$ cat src/rtl/crossy_game_ctrl.sv
`default_nettype none
// ============================================================================
// Module   : crossy_game_ctrl
// Brief    : Crossy-road game sequencer: button debounce, per-frame collision
//            latch, ATTRACT/PLAY/DYING/OVER control, speed level, high score.
// Revision : 1.0  initial release
// ============================================================================
module crossy_game_ctrl #(
  parameter int DEBOUNCE_FRAMES = 2,
  parameter int DYING_FRAMES    = 64,
  parameter int FLASH_BIT       = 3,
  parameter int LVL1            = 10,
  parameter int LVL2            = 25,
  parameter int LVL3            = 50
) (
  input  logic       i_clk,
  input  logic       i_rst_n,
  input  logic       i_frame_tick,
  input  logic       i_move_btn,
  input  logic       i_collision,
  input  logic [6:0] i_score,
  output logic       o_play_rst,
  output logic       o_freeze,
  output logic       o_move_pulse,
  output logic       o_flash,
  output logic [1:0] o_state,
  output logic [1:0] o_speed_level,
  output logic [6:0] o_high_score
);

  typedef enum logic [1:0] {
    ST_ATTRACT = 2'd0,
    ST_PLAY    = 2'd1,
    ST_DYING   = 2'd2,
    ST_OVER    = 2'd3
  } state_t;

  localparam logic [3:0] c_db_last = 4'(DEBOUNCE_FRAMES - 1);
  localparam logic [7:0] c_dy_last = 8'(DYING_FRAMES - 1);
  localparam logic [6:0] c_lvl1    = 7'(LVL1);
  localparam logic [6:0] c_lvl2    = 7'(LVL2);
  localparam logic [6:0] c_lvl3    = 7'(LVL3);

  state_t     r_state;
  logic       r_sync1;
  logic       r_sync2;
  logic       r_db_level;
  logic [3:0] r_db_cnt;
  logic       r_hit;
  logic [7:0] r_dy_cnt;

  logic       w_db_mismatch;
  logic       w_db_flip;
  logic       w_btn_evt;
  logic       w_play_hit;
  logic [7:0] w_dy_next;
  logic [1:0] w_level;

  assign w_db_mismatch = (r_sync2 != r_db_level);
  assign w_db_flip     = i_frame_tick && w_db_mismatch && (r_db_cnt == c_db_last);
  assign w_btn_evt     = w_db_flip && r_sync2;
  // A collision on the tick cycle itself still belongs to the frame being closed.
  assign w_play_hit    = (r_state == ST_PLAY) && i_frame_tick && (r_hit || i_collision);
  assign w_dy_next     = r_dy_cnt + 8'd1;
  assign o_state       = r_state;

  always_comb begin
    w_level = 2'd0;
    if (i_score >= c_lvl3)      w_level = 2'd3;
    else if (i_score >= c_lvl2) w_level = 2'd2;
    else if (i_score >= c_lvl1) w_level = 2'd1;
  end

  always_ff @(posedge i_clk or negedge i_rst_n) begin
    if (!i_rst_n) begin
      r_sync1    <= 1'b0;
      r_sync2    <= 1'b0;
      r_db_level <= 1'b0;
      r_db_cnt   <= 4'd0;
    end else begin
      r_sync1 <= i_move_btn;
      r_sync2 <= r_sync1;
      if (i_frame_tick) begin
        if (w_db_flip) begin
          r_db_level <= r_sync2;
          r_db_cnt   <= 4'd0;
        end else if (w_db_mismatch) begin
          r_db_cnt <= r_db_cnt + 4'd1;
        end else begin
          r_db_cnt <= 4'd0;
        end
      end
    end
  end

  always_ff @(posedge i_clk or negedge i_rst_n) begin
    if (!i_rst_n) begin
      r_hit <= 1'b0;
    end else if ((r_state != ST_PLAY) || i_frame_tick) begin
      r_hit <= 1'b0;
    end else if (i_collision) begin
      r_hit <= 1'b1;
    end
  end

  always_ff @(posedge i_clk or negedge i_rst_n) begin
    if (!i_rst_n) begin
      r_state       <= ST_ATTRACT;
      r_dy_cnt      <= 8'd0;
      o_play_rst    <= 1'b1;
      o_freeze      <= 1'b1;
      o_move_pulse  <= 1'b0;
      o_flash       <= 1'b0;
      o_speed_level <= 2'd0;
      o_high_score  <= 7'd0;
    end else begin
      o_move_pulse <= 1'b0;
      if (o_play_rst) o_speed_level <= 2'd0;

      case (r_state)
        ST_ATTRACT: begin
          o_play_rst <= 1'b1;
          o_freeze   <= 1'b1;
          o_flash    <= 1'b0;
          if (w_btn_evt) begin
            r_state    <= ST_PLAY;
            o_play_rst <= 1'b0;
            o_freeze   <= 1'b0;
          end
        end

        ST_PLAY: begin
          o_play_rst <= 1'b0;
          o_freeze   <= 1'b0;
          o_flash    <= 1'b0;
          if (i_frame_tick && !o_play_rst) o_speed_level <= w_level;
          if (w_play_hit) begin
            r_state  <= ST_DYING;
            r_dy_cnt <= 8'd0;
            o_freeze <= 1'b1;
            if (i_score > o_high_score) o_high_score <= i_score;
          end else if (w_btn_evt) begin
            o_move_pulse <= 1'b1;
          end
        end

        ST_DYING: begin
          o_play_rst <= 1'b0;
          o_freeze   <= 1'b1;
          if (i_frame_tick) begin
            if (r_dy_cnt == c_dy_last) begin
              r_state <= ST_OVER;
              o_flash <= 1'b0;
            end else begin
              r_dy_cnt <= w_dy_next;
              o_flash  <= w_dy_next[FLASH_BIT];
            end
          end
        end

        ST_OVER: begin
          o_freeze <= 1'b1;
          o_flash  <= 1'b0;
          // Restart pulses the datapath reset for the first PLAY cycle.
          if (w_btn_evt) begin
            r_state       <= ST_PLAY;
            o_play_rst    <= 1'b1;
            o_freeze      <= 1'b0;
            o_speed_level <= 2'd0;
          end
        end

        default: r_state <= ST_ATTRACT;
      endcase
    end
  end

endmodule
`default_nettype wire
$ cat config.mk
export PLATFORM = sky130hd
export DESIGN_NAME = crossy_game_ctrl
export DESIGN_NICKNAME = d
export VERILOG_FILES = /design/src/rtl/crossy_game_ctrl.sv
export SDC_FILE = /design/constraint.sdc
export NUM_CORES = 1
export LEC_CHECK = 0
export ABC_CLOCK_PERIOD_IN_PS = 4200
export CAP_MARGIN = 20
export CORE_ASPECT_RATIO = 1.75
export CORE_MARGIN = 2
export CORE_UTILIZATION = 30
export DETAILED_ROUTE_END_ITERATION = 16
export PLACE_DENSITY = 0.59
export SYNTH_ARGS = -nofsm -noshare
export SYNTH_HDL_FRONTEND = slang
export SYNTH_SLANG_ARGS = --single-unit
$ cat constraint.sdc
create_clock -name i_clk -period 4.2 [get_ports i_clk]
set_clock_uncertainty 0.05 [all_clocks]
set_input_delay 0.84 -clock i_clk [delete_from_list [all_inputs] [get_ports i_clk]]
set_output_delay 0.84 -clock i_clk [all_outputs]
set_load 0.02 [all_outputs]
Yosys cells after proc, flatten, opt, wreduce, memory -nomap -nowiden
Cells that the tools add are included.

operators by class
  add/sub/neg operators = 2
  multiply operators = 0
  divide/modulo/power cells = 0
  order comparisons = 4
  eq/ne operators = 13
  shift operators = 0
  multiplexer cells = 31
  bitwise logic cells = 0
  reductions and logical operators = 19

operators with widths
  cell                   count
  $mux W8                3
  $mux W2                9
  $pmux W8 S2            1
  $mux W1                11
  $ne A2 B2 Y1 const B   5
  $add A8 B1 Y8 const B  1
  $eq A8 B6 Y1 const B   1
  $mux W4                2
  $reduce_and A4 Y1      2
  $ge A7 B4 Y1 const B   1
  $ge A7 B5 Y1 const B   1
  $ge A7 B6 Y1 const B   1
  $gt A7 B7 Y1           1
  $logic_and A1 B1 Y1    6
  $pmux W1 S3            2
  $pmux W2 S3            1
  $add A4 B1 Y4 const B  1
  $eq A2 B2 Y1 const B   2
  $eq A4 B1 Y1 const B   1
  $ne A2 B1 Y1 const B   2
  $pmux W2 S2            1
  $reduce_bool A2 Y1     2
  $reduce_or A2 Y1       2
  $reduce_and A3 Y1      1
  8 further kinds        9

storage, ports and cells
  flip-flop bits (word level) = 31
  bits in latches = 0
  bits in writable memories = 0
  memory bits (read-only) = 0
  input port bits = 12
  output and inout bits = 15
  word-level logic and storage cells = 82
  memories kept = 0

Longest topological paths before layout
Gate-level depths: netlist of the first run.

  depth in word-level cells = 7
  mapped depth = 8
  gate-level depth less buffers = 7

Least setup slack after synthesis of the first run
No wires, ideal clock.

  path kind = input-to-reg
  start = input i_score[1]
  end = register o_high_score[0]
  setup time = 0.125 ns
  arrival time = 2.210 ns
  data required time = 4.025 ns
  setup slack = 1.816 ns
  stages = 6
  buffers on the path = 0
  path through = ha_1 nor2b_1 o21ai_0 a21oi_1 o31ai_4 mux2_2

between the ends
  cells in the longest elaborated chain, start to end = 2

ends and longest elaborated chain
  item                         RTL line  text
  start, declared              21        input logic [6:0] i_score,
  $gt A7 B7 Y1                 141       if (i_score > o_high_score) o_high_score <= i_score;
  $reduce_and A3 Y1 (no line)  -
  end signal, assigned         141
  end, declared                28        output logic [6:0] o_high_score

Every way passes these cells.
A chain may end at the register's enable or synchronous reset.

Worst setup path after layout of the first run
  start = input i_score[1]
  end = register o_high_score[3]

Same word-level chain as after synthesis.

==> results.md, run 1 <==
* Status: complete, no violations
* DRT Wirelength at 3730 µm
* Starting Density at 30.6%
* Slew Viols, Final at 0
* Final setup margin at 1470 ps
* Sequential share of the synthesized area at 43.9%
* Yosys Warn Count at 0
* Max VDD drop at 0.215 mV
* Largest net degree at the start of global routing at 32
* Async SR Flop Fraction at 100%
* 1st-iter DRT viols at 62
* Layout cells sized above 1 at 9.18%
* Critical path's slowest cell: clkdlybuf4s50_1
* Pint at 0.751 mW
* Area of placed instances at 2110 µm²
* GP Congestion at 0.800
* Pleak at 0.963 nW
* Hold_ws at 328 ps
* Fin crit share at 65.1%
* Largest stage delay on the critical path at 480 ps
* Clock group share of total power at 20.8%
* Grt ovf at 0
* Hpwl dp at 2880 µm
* Cells after DPL at 277
* Crit path max fanout at 7
* Average size of a mapped cell at 10.0 µm²
* Vias per cell at 4.88
* # setup viols final at 0
* CP endpoint kind: flip-flop
* Worst Tran Pin Value at 562 ps
* Syn nets at 204
* Sinks on the clock net at 31
* Buffers on Ports at 26
* Switch share at 36.1%
* CTS resizes at 0
* #FFs+latches synth at 31
* Reg clk slew, reported paths at 60 ps
* Library cells used by synthesis at 43
* CTS Buf Count at 5
* Post-route ant nets at 0
* ANT cells at 0
* Core area at 5790 µm²
* Clk_lat worst skew at 280 ps
* Worst hold path type: reg2reg
* Setup tns final at 0 ps
* Tot Pwr at 1.17 mW
* Met1 Routed Length at 1450 µm
* Cells after synthesis at 177
* WP data required at 4320 ps
* Synth Cell Area at 1770 µm²
* Yosys top cell by area: dfrtp_1
* Synth top area cells: dfrtp_1 41%, ha_1 11%, mux2_2 4.4%
* Post-CTS Setup Inserts at 0
* Final net count at 233
* Die Y at 106 µm
* Wire length of the first global-routing pass at 6530 µm
* Post-layout util at 38.1%
* Synth top area share at 40.9%
* Post-synth EDFFs at 0
* Net load switching power at 0.424 mW
* DRC viols at 0
* Root Driver: clkbuf_8
* Ys flop type: dfrtp_1
* Max Cap Viol at 0
* Total number of vias at 1,392
* Vias in the first global route at 1,382
* CP Cell Sequence: clkdlybuf4s50_1 > ha_1 > nor2b_1 > o21ai_0 > a21oi_1 > o31ai_4 > mux2_2
* Hold_buf cts at 0
* Worst Path Arrival at 2850 ps
* WL met2 at 2030 µm
* Die Area at 6560 µm²
* RSZ-0062 raised after global routing: no
* Pwr dens at 532 nW/µm²
* Layout Cells excl Fill at 285
* Sequential Power Share at 38.9%
* Highest routed layer: met4
* Mean routed wirelength per cell at 13.1 µm
* Most frequent cells in the layout: 29 x dfrtp_1, 26 x clkdlybuf4s50_1, 18 x nor2_1
* Combinational share of power at 40.3%
* Most common cell after layout, fill and taps aside: dfrtp_1
* Top delay family on crit path: compound AO/OA/AOI/OAI gates
* Area delta synth->final at 24.4%
* Final hold vios at 0
* Max Buffers Root-to-Sink at 2
* GRT Total Usage at 12.7%
* Routed wl met3 at 174 µm
* Worst Path Buf+Inv at 1
* CTS tree: done
* Die Wd at 62.1 µm
* Max frequency at 366 MHz
* Slew HR at 61.5%
* Pre-antenna DRT Iters at 4
* Initial antenna violation count at 0
* IO Pins at 27
* Post-place setup slack at 1150 ps
* Worst Setup Start Kind: input pin
* Finished Cell Area at 2210 µm²
* Final min period at 2730 ps
* Rows at 37
* H-tree depth reported by CTS at 2
* Crit Path Category: in2reg
[cell type report]
class / instances / area, µm²
clock buffer: 7 / 86.3
timing repair buffer: 27 / 268
sequential: 31 / 778
tap: 78 / 97.6
clock inverter: 1 / 5.00
multi-input combinational: 127 / 918
fill: 606 / 3580
inverter: 14 / 52.6
[worst paths after layout]
check,cells after the start,slack (ps),to,start
setup / recovery,7,1470,o_high_score[3],i_score[1]
hold / removal,0,330,r_sync2,r_sync1
setup reg to reg,7,1970,r_dy_cnt[6],o_state[1]
hold reg to reg,0,330,r_sync2,r_sync1
max in group asynchronous,2,2870,o_play_rst,i_rst_n
min in group asynchronous,2,910,o_speed_level[1],i_rst_n
[state kept, by name, summed over array words and instances (netlist names)]
signal	cells
r_dy_cnt	8
o_high_score	7
r_db_cnt	4
o_speed_level	2
o_state	2
o_flash	1
o_freeze	1
o_move_pulse	1
o_play_rst	1
r_db_level	1
r_hit	1
r_sync1	1
r_sync2	1
[power groups by stage]
stage                     clock network (mW)  logic [mW]  registers (mW)
after global placement                     0       0.473           0.461
final                                  0.245       0.473           0.456
after floorplan                            0       0.244           0.511
after CTS                              0.250       0.482           0.457
after global routing                   0.263       0.529           0.473
after detailed placement                   0       0.480           0.462
[per-layer routing]
metal / up-vias / global-route usage (%)
met5: - / 0
met4: 0 / 6.03
met3: 6 / 3.84
met2: 29 / 23.5
met1: 670 / 12.8
li1: 687 / -
[cells in the mapped netlist (2+ instances only)]
| cell | number |
|---|---|
| inv_1 | 14 |
| mux2i_1 | 3 |
| nor3b_1 | 2 |
| and3_1 | 2 |
| dfrtp_1 | 29 |
| mux2_2 | 7 |
| a211o_1 | 2 |
| o21ai_0 | 15 |
| nor2b_1 | 5 |
| buf_2 | 4 |
| a21oi_1 | 4 |
| a211oi_1 | 3 |
| xor2_1 | 4 |
| a22o_1 | 3 |
| nand3_1 | 5 |
| nand2_1 | 13 |
| ha_1 | 15 |
| nand4_1 | 3 |
| nor4b_1 | 2 |
| dfstp_2 | 2 |
| nor2_1 | 18 |
[cells by family (layout without fill, tap and decap cells)]
family,after synthesis,after routing,share of synthesized area (%)
multiplexers,10,10,6.14
XOR/XNOR,5,5,2.47
AO/OA/AOI/OAI,39,39,15.5
flip-flops,31,31,43.9
AND/OR/NAND/NOR,58,58,17.1
adder cells (fa/ha/maj),15,15,10.6
buffers and inverters,19,49,4.30
[worst reg2reg max path, stage by stage (launching register included)]
cell and delay, ps:
dfrtp_1 440, inv_1 100, ha_1 360, or3b_2 510, o2111a_1 270, nand4_1 160
xor2_1 160, nor2_1 60
No activity file was read; power rests on OpenSTA's default activity.
==> run 2: changes to the inputs <==
--- a/config.mk
+++ b/config.mk
@@ -5,7 +5,7 @@
 export SDC_FILE = /design/constraint.sdc
 export NUM_CORES = 1
 export LEC_CHECK = 0
-export ABC_CLOCK_PERIOD_IN_PS = 4200
+export ABC_CLOCK_PERIOD_IN_PS = 2600
 export CAP_MARGIN = 20
 export CORE_ASPECT_RATIO = 1.75
 export CORE_MARGIN = 2
==> constraint.sdc (replaced) <==
create_clock -name i_clk -period 2.6 [get_ports i_clk]
set_clock_uncertainty 0.05 [all_clocks]
set_input_delay 0.52 -clock i_clk [delete_from_list [all_inputs] [get_ports i_clk]]
set_output_delay 0.52 -clock i_clk [all_outputs]
set_load 0.02 [all_outputs]
==> results.md, run 2 (synthesis gave the netlist of run 1 again) <==
* RSZ-0062 raised after global routing: no (unchanged)
* Largest net degree at the start of global routing at 32 (unchanged)
* Largest Register: r_dy_cnt (unchanged)
* Max FFs per register at 8 (unchanged)
* R2R cell count at 8 (was 7)
* Status: complete, no violations (unchanged)
* R2r setup slk at 580 ps (was 1970 ps)
* Crit Path Category: in2reg (unchanged)
* Final min period at 2300 ps
* Hold path startpoint: r_sync1 (unchanged)
* Rows at 37 (unchanged)
* Worst Tran Pin Value at 456 ps (was 562 ps)
* Wire length of the first global-routing pass at 6610 µm (was 6530 µm)
* Layout cells sized above 1 at 14.6% (was 9.18%)
* Slew HR at 69.3% (was 61.5%)
* Post-place setup slack at 32.6 ps (was 1150 ps)
* CP endpoint kind: flip-flop (unchanged)
* Reg clk slew, reported paths at 70 ps (was 60 ps)
* Pre-antenna DRT Iters at 4 (unchanged)
* Buffers on Ports at 26 (unchanged)
* FF-to-FF End: o_high_score[4] (was r_dy_cnt[6])
* Hold path endpoint: r_sync2 (unchanged)
* Slew Viols, Final at 0 (unchanged)
* Final net count at 245 (was 233)
* Grt ovf at 0 (unchanged)
* Final setup margin at 301 ps (was 1470 ps)
* Fin crit share at 88.4%
* Worst Setup SP: i_score[1] (unchanged)
* Starting Density at 30.6% (unchanged)
* Vias in the first global route at 1,403 (was 1,382)
* Die Y at 106 µm (unchanged)
* IO Pins at 27 (unchanged)
* Max VDD drop at 0.422 mV (was 0.215 mV)
* Most frequent cells in the layout: 29 x dfrtp_1, 26 x clkdlybuf4s50_1, 18 x nor2_1 (unchanged)
* Setup tns final at 0 ps (unchanged)
* Post-route ant nets at 0 (unchanged)
* Most common cell after layout, fill and taps aside: dfrtp_1 (unchanged)
* RR Startpoint: o_high_score[1] (was o_state[1])
* Mean routed wirelength per cell at 13.1 µm (about the same)
* Worst Path Arrival at 2410 ps (was 2850 ps)
* Pleak at 1.03 nW (was 0.963 nW)
* ANT cells at 0 (unchanged)
* Final hold vios at 0 (unchanged)
* Post-CTS Setup Inserts at 0 (unchanged)
* Worst hold path type: reg2reg (unchanged)
* Die Wd at 62.1 µm (unchanged)
* GRT Total Usage at 12.7% (about the same)
* Die Area at 6560 µm² (unchanged)
* Max Cap Viol at 0 (unchanged)
* Largest registers: r_dy_cnt: 8 flops, o_high_score: 7 flops, r_db_cnt: 4 flops (unchanged)
* Post-layout util at 40.1% (was 38.1%)
* Total number of vias at 1,449 (was 1,392)
* Hold_buf cts at 0 (unchanged)
* CTS Buf Count at 5 (unchanged)
* Cells after DPL at 289 (was 277)
* Crit path max fanout at 3 (was 7)
* WP data required at 2710 ps (was 4320 ps)
* Sinks on the clock net at 31 (unchanged)
* Max frequency at 435 MHz
* GP Congestion at 0.776 (was 0.800)
* # fillers at 579 (was 606)
* Pwr dens at 872 nW/µm² (was 532 nW/µm²)
* Area delta synth->final at 31.0% (was 24.4%)
* Max Buffers Root-to-Sink at 2 (unchanged)
* 1st-iter DRT viols at 38 (was 62)
* Core area at 5790 µm² (unchanged)
* DRC viols at 0 (unchanged)
* # setup viols final at 0 (unchanged)
* Worst Setup Start Kind: input pin (unchanged)
* Root Driver: clkbuf_8 (unchanged)
* CTS resizes at 0 (unchanged)
* DRT Wirelength at 3900 µm (was 3730 µm)
* CTS tree: done (unchanged)
* Vias per cell at 4.88 (about the same)
* Hpwl dp at 3080 µm (was 2880 µm)
* H-tree depth reported by CTS at 2 (unchanged)
* Clk_lat worst skew at 280 ps (about the same)
* Initial antenna violation count at 0 (unchanged)
* Layout Cells excl Fill at 297 (was 285)
* Hold path cells at 0 (unchanged)
## run 2: cell type report
| type | instances | area (µm²) | area share (%) |
|---|---|---|---|
| inverter | 14 | 52.6 | 2.26 |
| timing repair buffer | 39 | 358 | 15.4 |
| multi-input combinational | 127 | 918 | 39.5 |
| sequential | 31 | 778 | 33.5 |
| tap | 78 | 97.6 | 4.20 |
| clock inverter | 2 | 35.0 | 1.51 |
| clock buffer | 6 | 82.6 | 3.56 |
## run 2: worst max path at each step
| stage | end | slack, ps | cells after the start |
|---|---|---|---|
| 2_1_floorplan | o_high_score[0] | 540 | 6 |
| 3_3_place_gp | o_high_score[0] | 60 | 8 |
| 3_5_place_dp | o_high_score[2] | 30 | 8 |
| 4_1_cts | o_high_score[4] | 320 | 8 |
| 5_1_grt | o_high_score[2] | 190 | 8 |
| 6_report | o_high_score[4] | 300 | 8 |
## run 2: per-stage QoR
step / hold slack, ps / cell area (µm²) / power [mW]
global route: 332 / 2320 / 2.16
detailed placement: 315 / 2200 / 1.55
floorplan: 174 / 1770 / 1.22
finish: 322 / 2320 / 2.02
CTS: 330 / 2320 / 2.05
global placement: 302 / 2200 / 1.53
## run 2: worst max-delay path: stages
cell and delay [ps]:
clkdlybuf4s50_1 440, ha_1 310, nor2b_1 130, o21ai_0 140
a21oi_1 120, o31ai_4 260, buf_4 180, mux2_2 320
## run 2: power breakdown
| part | internal, mW | total, mW | leakage [nW] | switching [mW] |
|---|---|---|---|---|
| combinational | 0.392 | 0.794 | 0.580 | 0.402 |
| clock | 0.310 | 0.494 | 0.0612 | 0.184 |
| sequential | 0.622 | 0.736 | 0.393 | 0.114 |
| total | 1.32 | 2.02 | 1.03 | 0.700 |
## run 2: per-layer routing
metal	routed length [µm]	track usage (%)	up-vias
li1	-	-	711
met1	1500	12.9	698
met2	2240	25.3	32
met3	95	2.24	8
met4	68	4.76	0
met5	0	0	-
==> run 3: changes to the inputs <==
--- a/config.mk
+++ b/config.mk
@@ -9,9 +9,9 @@
 export CAP_MARGIN = 20
 export CORE_ASPECT_RATIO = 1.75
 export CORE_MARGIN = 2
-export CORE_UTILIZATION = 30
+export CORE_UTILIZATION = 45
 export DETAILED_ROUTE_END_ITERATION = 16
-export PLACE_DENSITY = 0.59
+export PLACE_DENSITY = 0.78
 export SYNTH_ARGS = -nofsm -noshare
 export SYNTH_HDL_FRONTEND = slang
 export SYNTH_SLANG_ARGS = --single-unit
==> results.md, run 3 (synthesis gave the netlist of run 1 again) <==
* Largest registers: r_dy_cnt: 8 flops, o_high_score: 7 flops, r_db_cnt: 4 flops (unchanged)
* Crit Path Category: in2reg (unchanged)
* Layout cells sized above 1 at 12.6% (was 14.6%)
* Vias in the first global route at 1,364 (was 1,403)
* Rows at 30 (was 37)
* ANT cells at 0 (unchanged)
* Total number of vias at 1,433 (was 1,449)
* Post-layout util at 58.4% (was 40.1%)
* Max Cap Viol at 0 (unchanged)
* CTS resizes at 0 (unchanged)
* Worst Path Arrival at 2370 ps (was 2410 ps)
* Final net count at 241 (was 245)
* Hold path startpoint: r_sync1 (unchanged)
* Die Wd at 51.5 µm (was 62.1 µm)
* RSZ-0062 raised after global routing: no (unchanged)
* Wire length of the first global-routing pass at 5940 µm (was 6610 µm)
* Most common cell after layout, fill and taps aside: dfrtp_1 (unchanged)
* Post-route ant nets at 0 (unchanged)
* Pre-antenna DRT Iters at 4 (unchanged)
* Slew HR at 73.6% (was 69.3%)
* Grt ovf at 0 (unchanged)
* Die Area at 4480 µm² (was 6560 µm²)
* Hold_buf cts at 0 (unchanged)
* Area delta synth->final at 26.2% (was 31.0%)
* Worst Tran Pin Value at 396 ps (was 456 ps)
* Max frequency at 444 MHz (was 435 MHz)
* Clock group share of total power at 20.0% (was 24.4%)
* Pint at 1.22 mW (was 1.32 mW)
* Switch share at 35.8% (was 34.6%)
* Post-CTS Setup Inserts at 0 (unchanged)
* Max Buffers Root-to-Sink at 2 (unchanged)
* Combinational share of power at 41.0% (was 39.2%)
* Mean routed wirelength per cell at 13.7 µm (was 13.1 µm)
* Final hold vios at 0 (unchanged)
* R2R cell count at 7 (was 8)
* GP Congestion at 0.803 (was 0.776)
* # setup viols final at 0 (unchanged)
* Largest Register: r_dy_cnt (unchanged)
* Slew Viols, Final at 0 (unchanged)
* Sinks on the clock net at 31 (unchanged)
* Sequential Power Share at 39.0% (was 36.4%)
* Crit path max fanout at 3 (unchanged)
* Reg clk slew, reported paths at 60 ps (was 70 ps)
* Core area at 3830 µm² (was 5790 µm²)
* Clk_lat worst skew at 290 ps (was 280 ps)
* Starting Density at 46.3% (was 30.6%)
* H-tree depth reported by CTS at 2 (unchanged)
* DRC viols at 0 (unchanged)
* Fin crit share at 86.7% (was 88.4%)
* Hpwl dp at 2730 µm (was 3080 µm)
* Initial antenna violation count at 0 (unchanged)
* Worst hold path type: reg2reg (unchanged)
* Root Driver: clkbuf_8 (unchanged)
* Net load switching power at 0.681 mW (was 0.700 mW)
* 1st-iter DRT viols at 29 (was 38)
* Cells after DPL at 255 (was 289)
* Status: complete, no violations (unchanged)
* Hold path endpoint: r_sync2 (unchanged)
* CTS tree: done (unchanged)
* Largest net degree at the start of global routing at 32 (unchanged)
* IO Pins at 27 (unchanged)
* RR Startpoint: o_state[1] (was o_high_score[1])
* Finished Cell Area at 2240 µm² (was 2320 µm²)
* Max VDD drop at 0.471 mV (was 0.422 mV)
* Pleak at 1.00 nW (was 1.03 nW)
* Layout Cells excl Fill at 262 (was 297)
* CTS Buf Count at 5 (unchanged)
* Die Y at 87.0 µm (was 106 µm)
* Final setup margin at 347 ps (was 301 ps)
* Buffers on Ports at 26 (unchanged)
* Most frequent cells in the layout: 29 x dfrtp_1, 26 x clkdlybuf4s50_1, 18 x nor2_1 (unchanged)
* FF-to-FF End: r_dy_cnt[7] (was o_high_score[4])
* CP endpoint kind: flip-flop (unchanged)
* Setup tns final at 0 ps (unchanged)
* Worst Setup Start Kind: input pin (unchanged)
* Area of placed instances at 2150 µm² (was 2200 µm²)
* Max FFs per register at 8 (unchanged)
* Vias per cell at 5.47 (was 4.88)
* Tot Pwr at 1.90 mW (was 2.02 mW)
* Final min period at 2250 ps (was 2300 ps)
* Hold path cells at 0 (unchanged)
* Pwr dens at 850 nW/µm² (was 872 nW/µm²)
* Post-place setup slack at 42.8 ps (was 32.6 ps)
* R2r setup slk at 560 ps (was 580 ps)
* WP data required at 2710 ps (about the same)
* GRT Total Usage at 18.1% (was 12.7%)
* DRT Wirelength at 3580 µm (was 3900 µm)
* Hold_ws at 303 ps (was 322 ps)
[run 3: layout make-up]
type | count | area, µm²
fillers | 357 | 1590
multi-input cells | 127 | 918
flip-flops and latches | 31 | 778
repair buffers | 35 | 340
clock buffers | 6 | 82.6
well taps | 48 | 60.1
inverters | 14 | 52.6
clock inverters | 1 | 5.00
[run 3: worst max path at each step]
stage / start / end / slack (ps) / cells after the start
2_1_floorplan: i_score[1] / o_high_score[0] / 540 / 6
3_3_place_gp: i_score[1] / o_high_score[1] / 70 / 8
3_5_place_dp: i_score[1] / o_high_score[1] / 40 / 8
4_1_cts: i_score[1] / o_high_score[4] / 340 / 8
5_1_grt: i_score[1] / o_high_score[1] / 270 / 8
6_report: i_score[1] / o_high_score[4] / 350 / 8
[run 3: power groups by stage]
stage	Clock [mW]	Sequential, mW	Combinational [mW]
global route	0.412	0.759	0.867
floorplan	0	0.825	0.394
finish	0.380	0.741	0.780
CTS	0.392	0.740	0.794
detailed placement	0	0.749	0.791
global placement	0	0.743	0.768
[run 3: routing by layer]
layer,track usage (%),up-vias,part of all wire (%)
met5,0,-,0
met4,8.61,0,2.3
met3,3.61,9,3.7
met2,33.9,37,54
met1,18.2,679,40
li1,-,708,-
[run 3: critical path, stage by stage]
cell and delay, ps:
clkdlybuf4s50_1 420, ha_1 310, nor2b_1 130, o21ai_0 140, a21oi_1 120, o31ai_4 240, buf_4 160, mux2_2 320
